## src/rtl/rmii_rx_framer.sv

```systemverilog
// RMII receive framer: samples CRS_DV/RXD dibits, strips preamble/SFD, emits
// LSB-first bytes on a valid/last/user stream with FCS, length and RXER checking.
module rmii_rx_framer #(
  parameter int unsigned MIN_FRAME_BYTES = 64,
  parameter int unsigned MAX_FRAME_BYTES = 1522
) (
  input  logic        sys_clk,
  input  logic        rst_n,
  input  logic        mode_speed,
  input  logic        rmii_crsdv,
  input  logic [1:0]  rmii_rxd,
  input  logic        rmii_rxer,
  output logic [7:0]  m_tdata,
  output logic        m_tvalid,
  output logic        m_tlast,
  output logic        m_tuser,
  output logic [15:0] frame_cnt,
  output logic [15:0] err_cnt
);

  localparam int unsigned CW          = $clog2(MAX_FRAME_BYTES + 2);
  localparam logic [31:0] CRC_RESIDUE = 32'hDEBB20E3;

  typedef enum logic [2:0] {S_IDLE, S_PRE, S_FRAME, S_END, S_DROP} state_t;
  state_t state;

  logic          crsdv_r, rxer_r, speed_in_r, speed;
  logic [1:0]    rxd_r;
  logic          running;
  logic [3:0]    div;
  logic          samp;
  logic          low_prev;
  logic [1:0]    stash;
  logic [7:0]    shift, held;
  logic          held_v;
  logic [1:0]    idx;
  logic [CW-1:0] byte_count;
  logic [31:0]   crc;
  logic          rxer_seen;
  logic          frame_err;

  logic [7:0]    sh_n, cbyte;
  logic [1:0]    idx_n;
  logic          comp;
  logic [31:0]   crc_n;

  function automatic logic [7:0] put_dibit(input logic [7:0] b, input logic [1:0] i,
                                           input logic [1:0] d);
    logic [7:0] r;
    r = b;
    case (i)
      2'd0:    r[1:0] = d;
      2'd1:    r[3:2] = d;
      2'd2:    r[5:4] = d;
      default: r[7:6] = d;
    endcase
    return r;
  endfunction

  function automatic logic [31:0] crc_byte(input logic [31:0] c, input logic [7:0] d);
    logic [31:0] r;
    r = c;
    for (int unsigned i = 0; i < 8; i++)
      r = (r[0] ^ d[i]) ? ((r >> 1) ^ 32'hEDB88320) : (r >> 1);
    return r;
  endfunction

  always_ff @(posedge sys_clk or negedge rst_n) begin
    if (!rst_n) begin
      crsdv_r    <= 1'b0;
      rxd_r      <= '0;
      rxer_r     <= 1'b0;
      speed_in_r <= 1'b0;
    end else begin
      crsdv_r    <= rmii_crsdv;
      rxd_r      <= rmii_rxd;
      rxer_r     <= rmii_rxer;
      speed_in_r <= mode_speed;
    end
  end

  assign samp      = speed | (running & (div == 4'd4));
  assign frame_err = (crc != CRC_RESIDUE) | rxer_seen | (idx != 2'd0) |
                     (byte_count < CW'(MIN_FRAME_BYTES));

  // A dibit seen with crsdv low is stashed: it is data only if carrier returns on
  // the next sample, in which case both the stashed and the current dibit land.
  always_comb begin
    sh_n  = shift;
    idx_n = idx;
    comp  = 1'b0;
    cbyte = shift;
    if (crsdv_r) begin
      if (low_prev) begin
        sh_n = put_dibit(sh_n, idx_n, stash);
        if (idx_n == 2'd3) begin
          comp  = 1'b1;
          cbyte = sh_n;
        end
        idx_n = idx_n + 2'd1;
      end
      sh_n = put_dibit(sh_n, idx_n, rxd_r);
      if (idx_n == 2'd3) begin
        comp  = 1'b1;
        cbyte = sh_n;
      end
      idx_n = idx_n + 2'd1;
    end
    crc_n = crc_byte(crc, cbyte);
  end

  always_ff @(posedge sys_clk or negedge rst_n) begin
    if (!rst_n) begin
      state      <= S_IDLE;
      speed      <= 1'b0;
      running    <= 1'b0;
      div        <= '0;
      low_prev   <= 1'b0;
      stash      <= '0;
      shift      <= '0;
      idx        <= '0;
      held       <= '0;
      held_v     <= 1'b0;
      byte_count <= '0;
      crc        <= '1;
      rxer_seen  <= 1'b0;
      m_tdata    <= '0;
      m_tvalid   <= 1'b0;
      m_tlast    <= 1'b0;
      m_tuser    <= 1'b0;
      frame_cnt  <= '0;
      err_cnt    <= '0;
    end else begin
      m_tvalid <= 1'b0;
      m_tlast  <= 1'b0;
      m_tuser  <= 1'b0;
      if (state == S_IDLE) speed <= speed_in_r;
      // 10M sample phase: first sample 5 cycles after carrier is seen in IDLE
      if (running) div <= (div == 4'd9) ? '0 : div + 4'd1;
      else if (state == S_IDLE && crsdv_r) begin
        running <= 1'b1;
        div     <= '0;
      end

      case (state)
        S_IDLE: if (samp && crsdv_r) begin
          if (rxd_r == 2'b01) state <= S_PRE;
          else if (rxd_r == 2'b10) begin
            state    <= S_DROP;
            low_prev <= 1'b0;
          end
        end
        S_PRE: if (samp) begin
          if (!crsdv_r) begin
            state   <= S_IDLE;
            running <= 1'b0;
          end else if (rxd_r == 2'b11) begin
            state      <= S_FRAME;
            idx        <= '0;
            held_v     <= 1'b0;
            byte_count <= '0;
            crc        <= '1;
            rxer_seen  <= 1'b0;
            low_prev   <= 1'b0;
          end else if (rxd_r != 2'b01) begin
            state    <= S_DROP;
            low_prev <= 1'b0;
          end
        end
        S_FRAME: if (samp) begin
          if (rxer_r) rxer_seen <= 1'b1;
          if (!crsdv_r && low_prev) state <= S_END;
          else begin
            low_prev <= !crsdv_r;
            stash    <= rxd_r;
            shift    <= sh_n;
            idx      <= idx_n;
            if (comp) begin
              crc    <= crc_n;
              held   <= cbyte;
              held_v <= 1'b1;
              if (held_v) begin
                m_tdata  <= held;
                m_tvalid <= 1'b1;
              end
              if (byte_count == CW'(MAX_FRAME_BYTES)) begin
                m_tlast  <= 1'b1;
                m_tuser  <= 1'b1;
                if (err_cnt != '1) err_cnt <= err_cnt + 16'd1;
                state    <= S_DROP;
                low_prev <= 1'b0;
                held_v   <= 1'b0;
              end else begin
                byte_count <= byte_count + 1'b1;
              end
            end
          end
        end
        S_END: begin
          if (held_v) begin
            m_tdata  <= held;
            m_tvalid <= 1'b1;
            m_tlast  <= 1'b1;
            m_tuser  <= frame_err;
            if (frame_err) begin
              if (err_cnt != '1) err_cnt <= err_cnt + 16'd1;
            end else if (frame_cnt != '1) begin
              frame_cnt <= frame_cnt + 16'd1;
            end
          end
          held_v  <= 1'b0;
          running <= 1'b0;
          state   <= S_IDLE;
        end
        S_DROP: if (samp) begin
          if (!crsdv_r && low_prev) begin
            state   <= S_IDLE;
            running <= 1'b0;
          end else begin
            low_prev <= !crsdv_r;
          end
        end
        default: state <= S_IDLE;
      endcase
    end
  end

endmodule
```

## config.mk

```make
export PLATFORM = sky130hd
export DESIGN_NAME = rmii_rx_framer
export DESIGN_NICKNAME = d
export VERILOG_FILES = /design/src/rtl/rmii_rx_framer.sv
export SDC_FILE = /design/constraint.sdc
export NUM_CORES = 1
export LEC_CHECK = 0
export ABC_AREA = 0
export CAP_MARGIN = 20
export CORE_UTILIZATION = 55
export DETAILED_ROUTE_END_ITERATION = 16
export GPL_ROUTABILITY_DRIVEN = 1
export GPL_TIMING_DRIVEN = 0
export HOLD_SLACK_MARGIN = 0.06
export PLACE_DENSITY = 0.75
export REMOVE_ABC_BUFFERS = 1
export SLEW_MARGIN = 20
export SYNTH_ARGS = -nofsm -noshare
export SYNTH_HDL_FRONTEND = slang
export SYNTH_SLANG_ARGS = --single-unit
```

## constraint.sdc

```tcl
create_clock -name sys_clk -period 4.8 [get_ports sys_clk]
set_input_delay 0.96 -clock sys_clk [delete_from_list [all_inputs] [get_ports sys_clk]]
set_output_delay 0.96 -clock sys_clk [all_outputs]
set_load 0.1 [all_outputs]
```

==> flow_summary.json, run 1 <==
{
  "final-setup-viol-count": 0,
  "ant_nets": 0,
  "ios": 50,
  "synthMuxAreaShare_pct": 4.585,
  "post-place-cells": 832,
  "fin_cells": 864,
  "row_count": 40,
  "grt.total_usage_pct": 24.59,
  "min-delay-path-class": "reg -> reg",
  "holdWs_ns": 0.4593,
  "critPathCaptureType": "register",
  "clk_latency_ns": 0.42,
  "setup.worst_path.start_class": "register",
  "synth_seq_cells": 123,
  "fin_crit_ns": 4.401,
  "synth_commonest_cells": "dfrtp_1, nor2_1, xnor2_1",
  "overflow": 0,
  "yosys.area.top_type": "dfrtp_1",
  "leakage_uw": 0.003563,
  "clkTransAtPathRegs_ns": 0.05,
  "synth_most_common_cell": "dfrtp_1",
  "wire_per_inst_um": 17.13,
  "synth_edf_count": 0,
  "fillers": 916,
  "tritoncts": "built",
  "synth_compound_area_share_pct": 12.08,
  "drv_slew": 0,
  "place_congestion": 0.8268,
  "yosysSeqAreaShare_pct": 45.52,
  "arrival_ns": 4.74,
  "final_area_um2": 8099,
  "syn_area_um2": 6849,
  "cts_setup_buffers": 0,
  "drc": 0,
  "io_buffers": 49,
  "vias_per_cell": 5.775,
  "dieArea_um2": 12900,
  "die_w_um": 113.6,
  "drt-initial-drc-count": 321,
  "p_total_uw": 3937,
  "htree_levels": 4,
  "clock.fmax_mhz": 227.2,
  "ctsResizeCount": 0,
  "start_util_pct": 56.78,
  "num_antenna_cells": 0,
  "synth.area.top_cells": "dfrtp_1, dfstp_2, xnor2_1",
  "core-area_um2": 12060,
  "hpwl_um": 10280,
  "postPlaceCellArea_um2": 7512,
  "cts_sinks": 123,
  "cp_max_fo": 24,
  "clockBufferDepth": 2,
  "grt_max_degree": 76,
  "synth_top_family_by_area": "XOR/XNOR gates",
  "synth_xor_area_share_pct": 17.19,
  "drtPass1Iterations": 6,
  "synthArstFlopShare_pct": 100.0,
  "yosys.area_share.simple_pct": 15.25,
  "powerDensity_nw_per_um2": 486.1,
  "numCtsBuffers": 17,
  "ys_warn_count": 0,
  "crit_required_ns": 5.14,
  "hold_viol_final": 0,
  "tightestPinTransition_ns": 1.195,
  "fin_setup_tns_ns": 0,
  "syn_to_final_growth_pct": 18.25,
  "nets": 705,
  "post-route-period-util_pct": 91.68,
  "dr_total_vias": 4990,
  "rsz0062_at_grt": "no",
  "cts_root_buf": "clkbuf_16",
  "crit_type": "reg -> reg",
  "postSynthAreaPerCell_um2": 10.80,
  "synth.distinct_cells": 69,
  "relSlewSlack_pct": 20.31,
  "drt-total-wl_um": 14800,
  "grt_pass1_vias": 4838,
  "synth_cells": 634,
  "layout-drive-gt1-share_pct": 15.80,
  "synth-adder-area-share_pct": 2.740,
  "max_cap_viol_count": 0,
  "ir_worst_vdd_v": 0.0003011,
  "grt_pass1_wl_um": 24340,
  "hold_buffers": 0,
  "die_h_um": 113.6,
  "outcome": "finished, final reports clean",
  "netlist.area_leader.share_pct": 33.25,
  "ys.flop_type": "dfrtp_1",
  "antenna_found_initial": 0,
  "clock_skew_ns": 0.01388
}
## cell families after synthesis
group | Yosys count
DFF | 123
muxes | 28
xor gates and xnor gates | 105
adders and majority gates | 15
AOI/OAI and AO/OA | 116
buffers and inverters | 43
and+or+nand+nor | 204
## critical path, cell delays in order (launching register included)
cell	delay (ns)
dfrtp_1	0.86
xor2_1	0.33
ha_1	0.42
a21o_4	0.19
nand2_2	0.15
a222oi_1	0.86
xnor2_2	0.37
xor2_1	0.51
xnor3_1	0.49
a21oi_1	0.16
## state kept, by name (all words and copies together) (netlist names)
| signal | count |
|---|---|
| state | 3 |
| running | 1 |
| speed | 1 |
| speed_in_r | 1 |
| crc | 32 |
| low_prev | 1 |
| shift | 8 |
| crsdv_r | 1 |
| stash | 2 |
| byte_count | 11 |
| m_tuser | 1 |
| rxer_seen | 1 |
| m_tlast | 1 |
| held_v | 1 |
| div | 4 |
| m_tdata | 8 |
| held | 8 |
| frame_cnt | 16 |
| m_tvalid | 1 |
| rxd_r | 2 |
| rxer_r | 1 |
| idx | 2 |
| err_cnt | 16 |
## metal layers
layer / GRT usage, % / routed length (um)
met1: 32.63 / 6559
met2: 39.76 / 7331
met3: 5.473 / 678
met4: 9.035 / 229
met5: 0 / 0
## through the flow
step | util, % | worst slack, ns
after global placement | 61.75 | -1.876
final | 67.15 | 0.3995
after CTS | 67.15 | 0.4600
after floorplan | - | 1.309
after global routing | 67.15 | 0.2002
after detailed placement | 62.28 | 0.4942
## cells in the final DEF (no fill, tap or decap), drive strengths merged, types with 5 or more instances in the layout
cell,Yosys,routed
dfrtp,91,91
inv,21,21
dfstp,32,32
o21ai,23,23
a211oi,9,9
xnor3,13,13
nor2b,10,10
a21o,5,5
nand4,15,15
nor2,62,62
mux2,27,27
and4,6,6
and3,5,5
o22a,6,6
a311oi,6,6
xnor2,60,60
a222oi,7,7
ha,15,15
xor2,30,30
nor3,11,11
a21oi,34,34
clkdlybuf4s50,0,48
clkbuf,15,23
nand2,46,46
nand3,20,20
clkinv,0,6
## power breakdown
| part | leakage, uW | switching, uW | internal, uW | total (uW) |
|---|---|---|---|---|
| logic | 0.00169 | 607 | 662 | 1270 |
| registers | 0.00158 | 183 | 1220 | 1400 |
| clock network | 0.000292 | 433 | 836 | 1270 |
## layout make-up
type                    instances  area (um^2)  area share [%]
repair buffers                 52        541.8           6.689
inverters                      21        78.83          0.9733
clock inverters                 9        118.9           1.468
clock buffers                  23        467.9           5.778
flip-flops and latches        123         3118           38.50
well taps                     168        210.2           2.595
multi-input cells             468         3563           44.00
## worst paths after layout
path | start | end | slack [ns] | cells after the start
max in group asynchronous | rst_n | crc[24] | 3.58 | 2
hold reg to reg | speed_in_r | speed | 0.46 | 2
hold / removal | speed_in_r | speed | 0.46 | 2
min in group asynchronous | rst_n | err_cnt[6] | 0.48 | 1
setup reg to reg | low_prev | crc[18] | 0.40 | 9
setup / recovery | low_prev | crc[18] | 0.40 | 9
Note: power is estimated with default switching activity, not from simulation.
==> run 2, diff against run 1 <==
--- a/config.mk
+++ b/config.mk
@@ -7,13 +7,14 @@
 export LEC_CHECK = 0
 export ABC_AREA = 0
 export CAP_MARGIN = 20
-export CORE_UTILIZATION = 55
+export CORE_UTILIZATION = 59
 export DETAILED_ROUTE_END_ITERATION = 16
 export GPL_ROUTABILITY_DRIVEN = 1
 export GPL_TIMING_DRIVEN = 0
 export HOLD_SLACK_MARGIN = 0.06
-export PLACE_DENSITY = 0.75
+export PLACE_DENSITY = 0.79
 export REMOVE_ABC_BUFFERS = 1
+export SETUP_SLACK_MARGIN = 0.3
 export SLEW_MARGIN = 20
 export SYNTH_ARGS = -nofsm -noshare
 export SYNTH_HDL_FRONTEND = slang
==> flow_summary.json, run 2 (synthesized netlist as in run 1, its figures left out) <==
{
  "cts_setup_buffers": 0,
  "use_met1_pct": 35.20,
  "post-place-cells": 805,
  "fin_cells": 839,
  "drt-initial-drc-count": 524,
  "mostFrequentLayoutCell": "dfrtp_1",
  "ios": 50,
  "grt.total_usage_pct": 27.21,
  "htree_levels": 4,
  "dr_total_vias": 5090,
  "final_area_um2": 8095,
  "regToRegSetupSlack_ns": 0.60,
  "pre_cts_ws_ns": 0.5248,
  "overflow": 0,
  "path_cells": "inv_1, ha_1, nand2_1, o21a_1, inv_1, ha_1, a21o_4, nand2_2, a222oi_1, xnor2_2, xnor3_2, xor2_1, a21oi_1",
  "crit_required_ns": 5.14,
  "post-route-period-util_pct": 87.40,
  "setup.worst_path.start_class": "register",
  "dieArea_um2": 12040,
  "final-setup-viol-count": 0,
  "relSlewSlack_pct": 24.67,
  "cts_sinks": 123,
  "ir_worst_vdd_v": 0.0003751,
  "p_int_uw": 2683,
  "postPlaceCellArea_um2": 7493,
  "tightestPinTransition_ns": 1.130,
  "grtUsageMet3_pct": 7.943,
  "fillers": 745,
  "ant_nets": 0,
  "hpwl_um": 10350,
  "fin_crit_ns": 4.195,
  "rsz0062_at_grt": "no",
  "cp_max_fo": 9,
  "grt_max_degree": 73,
  "slowest_delay_ns": 1.05,
  "slowest_stage": "a222oi_1",
  "drt-total-wl_um": 14910,
  "swShare_pct": 31.85,
  "grt_pass1_wl_um": 24660,
  "top_register": "crc",
  "hold_buffers": 0,
  "vias_per_cell": 6.067,
  "syn_to_final_growth_pct": 18.20,
  "die_w_um": 109.7,
  "outcome": "finished, final reports clean",
  "num_antenna_cells": 0,
  "tritoncts": "built",
  "seqPwrFrac_pct": 35.4,
  "numCtsBuffers": 17,
  "hold_viol_final": 0,
  "layout-drive-gt1-share_pct": 16.74,
  "fin_ws_ns": 0.6050,
  "clk_latency_ns": 0.41,
  "die_h_um": 109.7,
  "drtPass1Iterations": 8,
  "critPathCaptureType": "register",
  "io_buffers": 49,
  "holdWs_ns": 0.4722,
  "leakage_uw": 0.003559,
  "start_util_pct": 61.83,
  "place_congestion": 0.8390,
  "clockPowerShare_pct": 32.1,
  "switchingPower_uw": 1254,
  "grt_pass1_vias": 4950,
  "grt_busiest_layer": "met2",
  "row_count": 38,
  "powerDensity_nw_per_um2": 486.3,
  "layout_common_cells": "dfrtp_1, nor2_1, xnor2_1, clkdlybuf4s50_1, nand2_1",
  "clockBufferDepth": 2,
  "cts_root_buf": "clkbuf_16",
  "antenna_found_initial": 0,
  "clock_skew_ns": 0.008485,
  "combPwrFrac_pct": 32.5,
  "grtUsageMet2_pct": 44.38,
  "wire_per_inst_um": 17.78,
  "clkTransAtPathRegs_ns": 0.06,
  "core-area_um2": 11080,
  "crit_type": "reg -> reg",
  "fin_setup_tns_ns": 0,
  "largest_reg_flops": 32,
  "drv_slew": 0,
  "clock.fmax_mhz": 238.4,
  "arrival_ns": 4.53,
  "nets": 708,
  "reg.largest.list": "crc x32, err_cnt x16, frame_cnt x16",
  "min-delay-path-class": "reg -> reg",
  "max_cap_viol_count": 0,
  "drc": 0
}
[run 2: metal layers]
| metal | up-vias | routed length [um] | share of wire [%] |
|---|---|---|---|
| met5 | - | 0 | 0 |
| met4 | 0 | 207 | 1.4 |
| met3 | 22 | 860 | 5.8 |
| met2 | 168 | 7353 | 49 |
| met1 | 2526 | 6492 | 44 |
| li1 | 2374 | - | - |
[run 2: worst paths after layout]
| path | start | to | depth (start not counted) |
|---|---|---|---|
| max | idx[0] | crc[26] | 13 |
| min | speed_in_r | speed | 2 |
| max reg2reg | idx[0] | crc[26] | 13 |
| min reg2reg | speed_in_r | speed | 2 |
| max in group asynchronous | rst_n | crc[0] | 2 |
| min in group asynchronous | rst_n | err_cnt[5] | 1 |
[run 2: metrics by stage]
stage                     util [%]  power [uW]
final                        73.07        3937
after global routing         73.07        4138
after CTS                    72.97        3946
after detailed placement     67.64        2662
after global placement       66.92        2602
after floorplan                  -        2402
[run 2: power groups by stage]
stage                     Sequential, uW  Combinational (uW)  Clock, uW
after floorplan                     1350                1050          0
after global placement              1400                1210          0
after detailed placement            1410                1260          0
after CTS                           1390                1280       1280
after global routing                1410                1400       1320
final                               1400                1280       1260
[run 2: timing repair]
action,4_1_cts,5_1_grt
resized for setup,0,1
hold endpoints to repair,0,0
setup endpoints to repair,0,2
[run 2: layout make-up]
cell class | instances | area, um^2 | area share [%]
timing repair buffer | 55 | 568.0 | 7.017
tap | 140 | 175.2 | 2.164
multi-input combinational | 468 | 3563 | 44.02
inverter | 21 | 78.83 | 0.9737
sequential | 123 | 3119 | 38.53
clock buffer | 22 | 474.2 | 5.858
clock inverter | 10 | 116.4 | 1.437
[run 2: worst max-delay path, delay by kind of cell (launching register included)]
kind	cells	cell delay [ns]
adder cells (fa/ha/maj)	2	0.62
flip-flops	1	0.47
AO/OA/AOI/OAI	4	1.54
AND/OR/NAND/NOR	2	0.19
XOR/XNOR	3	1.11
buffers and inverters	2	0.19
==> run 3, diff against run 2 <==
--- a/config.mk
+++ b/config.mk
@@ -5,8 +5,8 @@
 export SDC_FILE = /design/constraint.sdc
 export NUM_CORES = 1
 export LEC_CHECK = 0
-export ABC_AREA = 0
 export CAP_MARGIN = 20
+export CORE_ASPECT_RATIO = 0.8
 export CORE_UTILIZATION = 59
 export DETAILED_ROUTE_END_ITERATION = 16
 export GPL_ROUTABILITY_DRIVEN = 1
==> flow_summary.json, run 3 (synthesized netlist as in run 1, its figures left out) <==
{
  "crit_type": "reg -> reg",
  "htree_levels": 4,
  "min-delay-path-class": "reg -> reg",
  "overflow": 0,
  "hpwl_um": 10420,
  "numCtsBuffers": 17,
  "layout_common_cells": "dfrtp_1, nor2_1, xnor2_1, clkdlybuf4s50_1, nand2_1",
  "fillers": 756,
  "io_buffers": 49,
  "grt_pass1_vias": 5183,
  "mostFrequentLayoutCell": "dfrtp_1",
  "place_congestion": 0.8872,
  "grt_pass1_wl_um": 26260,
  "nets": 708,
  "cts_sinks": 123,
  "final_core_util_pct": 73.41,
  "fin_ws_ns": 0.5342,
  "p_total_uw": 4113,
  "outcome": "finished, final reports clean",
  "hold_viol_final": 0,
  "hold_buffers": 0,
  "antenna_found_initial": 0,
  "fin_cells": 843,
  "drv_slew": 0,
  "cts_root_buf": "clkbuf_16",
  "max_cap_viol_count": 0,
  "die_w_um": 122.5,
  "fin_crit_ns": 4.266,
  "drt-initial-drc-count": 505,
  "core-area_um2": 11100,
  "rsz0062_at_grt": "no",
  "die_h_um": 98.37,
  "holdWs_ns": 0.4477,
  "top_register": "crc",
  "tritoncts": "built",
  "drtPass1Iterations": 5,
  "row_count": 34,
  "powerDensity_nw_per_um2": 504.7,
  "grt_max_degree": 79,
  "drt-total-wl_um": 15810,
  "post-place-cells": 808,
  "largest_reg_flops": 32,
  "setup.worst_path.start_class": "register",
  "clock.fmax_mhz": 234.4,
  "post-route-period-util_pct": 88.87,
  "vias_per_cell": 6.136,
  "start_util_pct": 61.69,
  "dr_total_vias": 5173,
  "crit_required_ns": 5.14,
  "syn_to_final_growth_pct": 19.00,
  "leakage_uw": 0.003591,
  "ir_worst_vdd_v": 0.0004121,
  "tightestPinTransition_ns": 0.9996,
  "clock_skew_ns": 0.008140,
  "grt.total_usage_pct": 28.39,
  "dieArea_um2": 12050,
  "layout-drive-gt1-share_pct": 16.88,
  "cp_max_fo": 9,
  "clkTransAtPathRegs_ns": 0.06,
  "drc": 0,
  "reg.largest.list": "crc x32, err_cnt x16, frame_cnt x16",
  "clockBufferDepth": 2,
  "num_antenna_cells": 0,
  "pre_cts_ws_ns": 0.5861,
  "ios": 50,
  "clk_latency_ns": 0.42,
  "wire_per_inst_um": 18.75,
  "relSlewSlack_pct": 33.15,
  "critPathCaptureType": "register",
  "ant_nets": 0,
  "final-setup-viol-count": 0,
  "arrival_ns": 4.60
}
[run 3: cell types whose count changed in the layout (fill, tap and decap cells not counted), sizes merged]
cell,change
clkinvlp,-3
clkbuf,-6
buf,+2
bufinv,+3
inv,+1
clkinv,+3
[run 3: worst max-delay path, stage by stage, from the launching register on]
cell	delay (ns)
dfrtp_1	0.48
inv_1	0.10
ha_1	0.28
nand2_1	0.05
o21a_1	0.15
inv_1	0.10
ha_1	0.38
a21o_4	0.19
nand2_2	0.16
a222oi_1	0.81
xnor2_2	0.36
xor2_1	0.46
xnor3_1	0.49
a21oi_1	0.16
[run 3: area by class of cell]
| cell class | instances | area [um^2] | share of cell area (%) |
|---|---|---|---|
| timing repair buffer | 55 | 560.5 | 6.877 |
| clock buffer | 18 | 429.2 | 5.266 |
| clock inverter | 14 | 219.0 | 2.687 |
| sequential | 123 | 3119 | 38.27 |
| multi-input combinational | 468 | 3563 | 43.72 |
| inverter | 21 | 78.83 | 0.9671 |
| tap | 144 | 180.2 | 2.211 |
[run 3: worst paths after layout]
path,from,end,slack [ns],depth (start not counted)
max in group asynchronous,rst_n,crc[10],3.58,2
max reg2reg,idx[0],crc[18],0.53,13
min,speed_in_r,speed,0.45,2
min reg2reg,speed_in_r,speed,0.45,2
max,idx[0],crc[18],0.53,13
min in group asynchronous,rst_n,div[1],0.46,1
[run 3: routing by layer]
layer	share of wire [%]	GRT usage, %	vias up	wire, um
li1	-	-	2374	-
met1	44	39.26	2603	7023
met2	49	44.55	171	7741
met3	5.0	5.374	25	797
met4	1.5	10.41	0	245
met5	0	0	-	0
[run 3: per-stage QoR]
step	instance area, um^2	setup TNS (ns)
2_1_floorplan	6748	0
3_3_place_gp	7418	-174.80
3_5_place_dp	7478	0
4_1_cts	8127	0
5_1_grt	8150	0
6_report	8150	0
[run 3: repair_timing]
item	4_1_cts	5_1_grt
endpoints found under the setup margin	0	2
resized for setup	0	1
buffers inserted	0	3
[run 3: where the power goes]
| group | switching (uW) | total, uW | internal, uW | leakage, uW |
|---|---|---|---|---|
| clock network | 482 | 1400 | 923 | 0.000310 |
| logic | 641 | 1300 | 663 | 0.00171 |
| registers | 188 | 1400 | 1220 | 0.00158 |
| total | 1310 | 4110 | 2800 | 0.00359 |
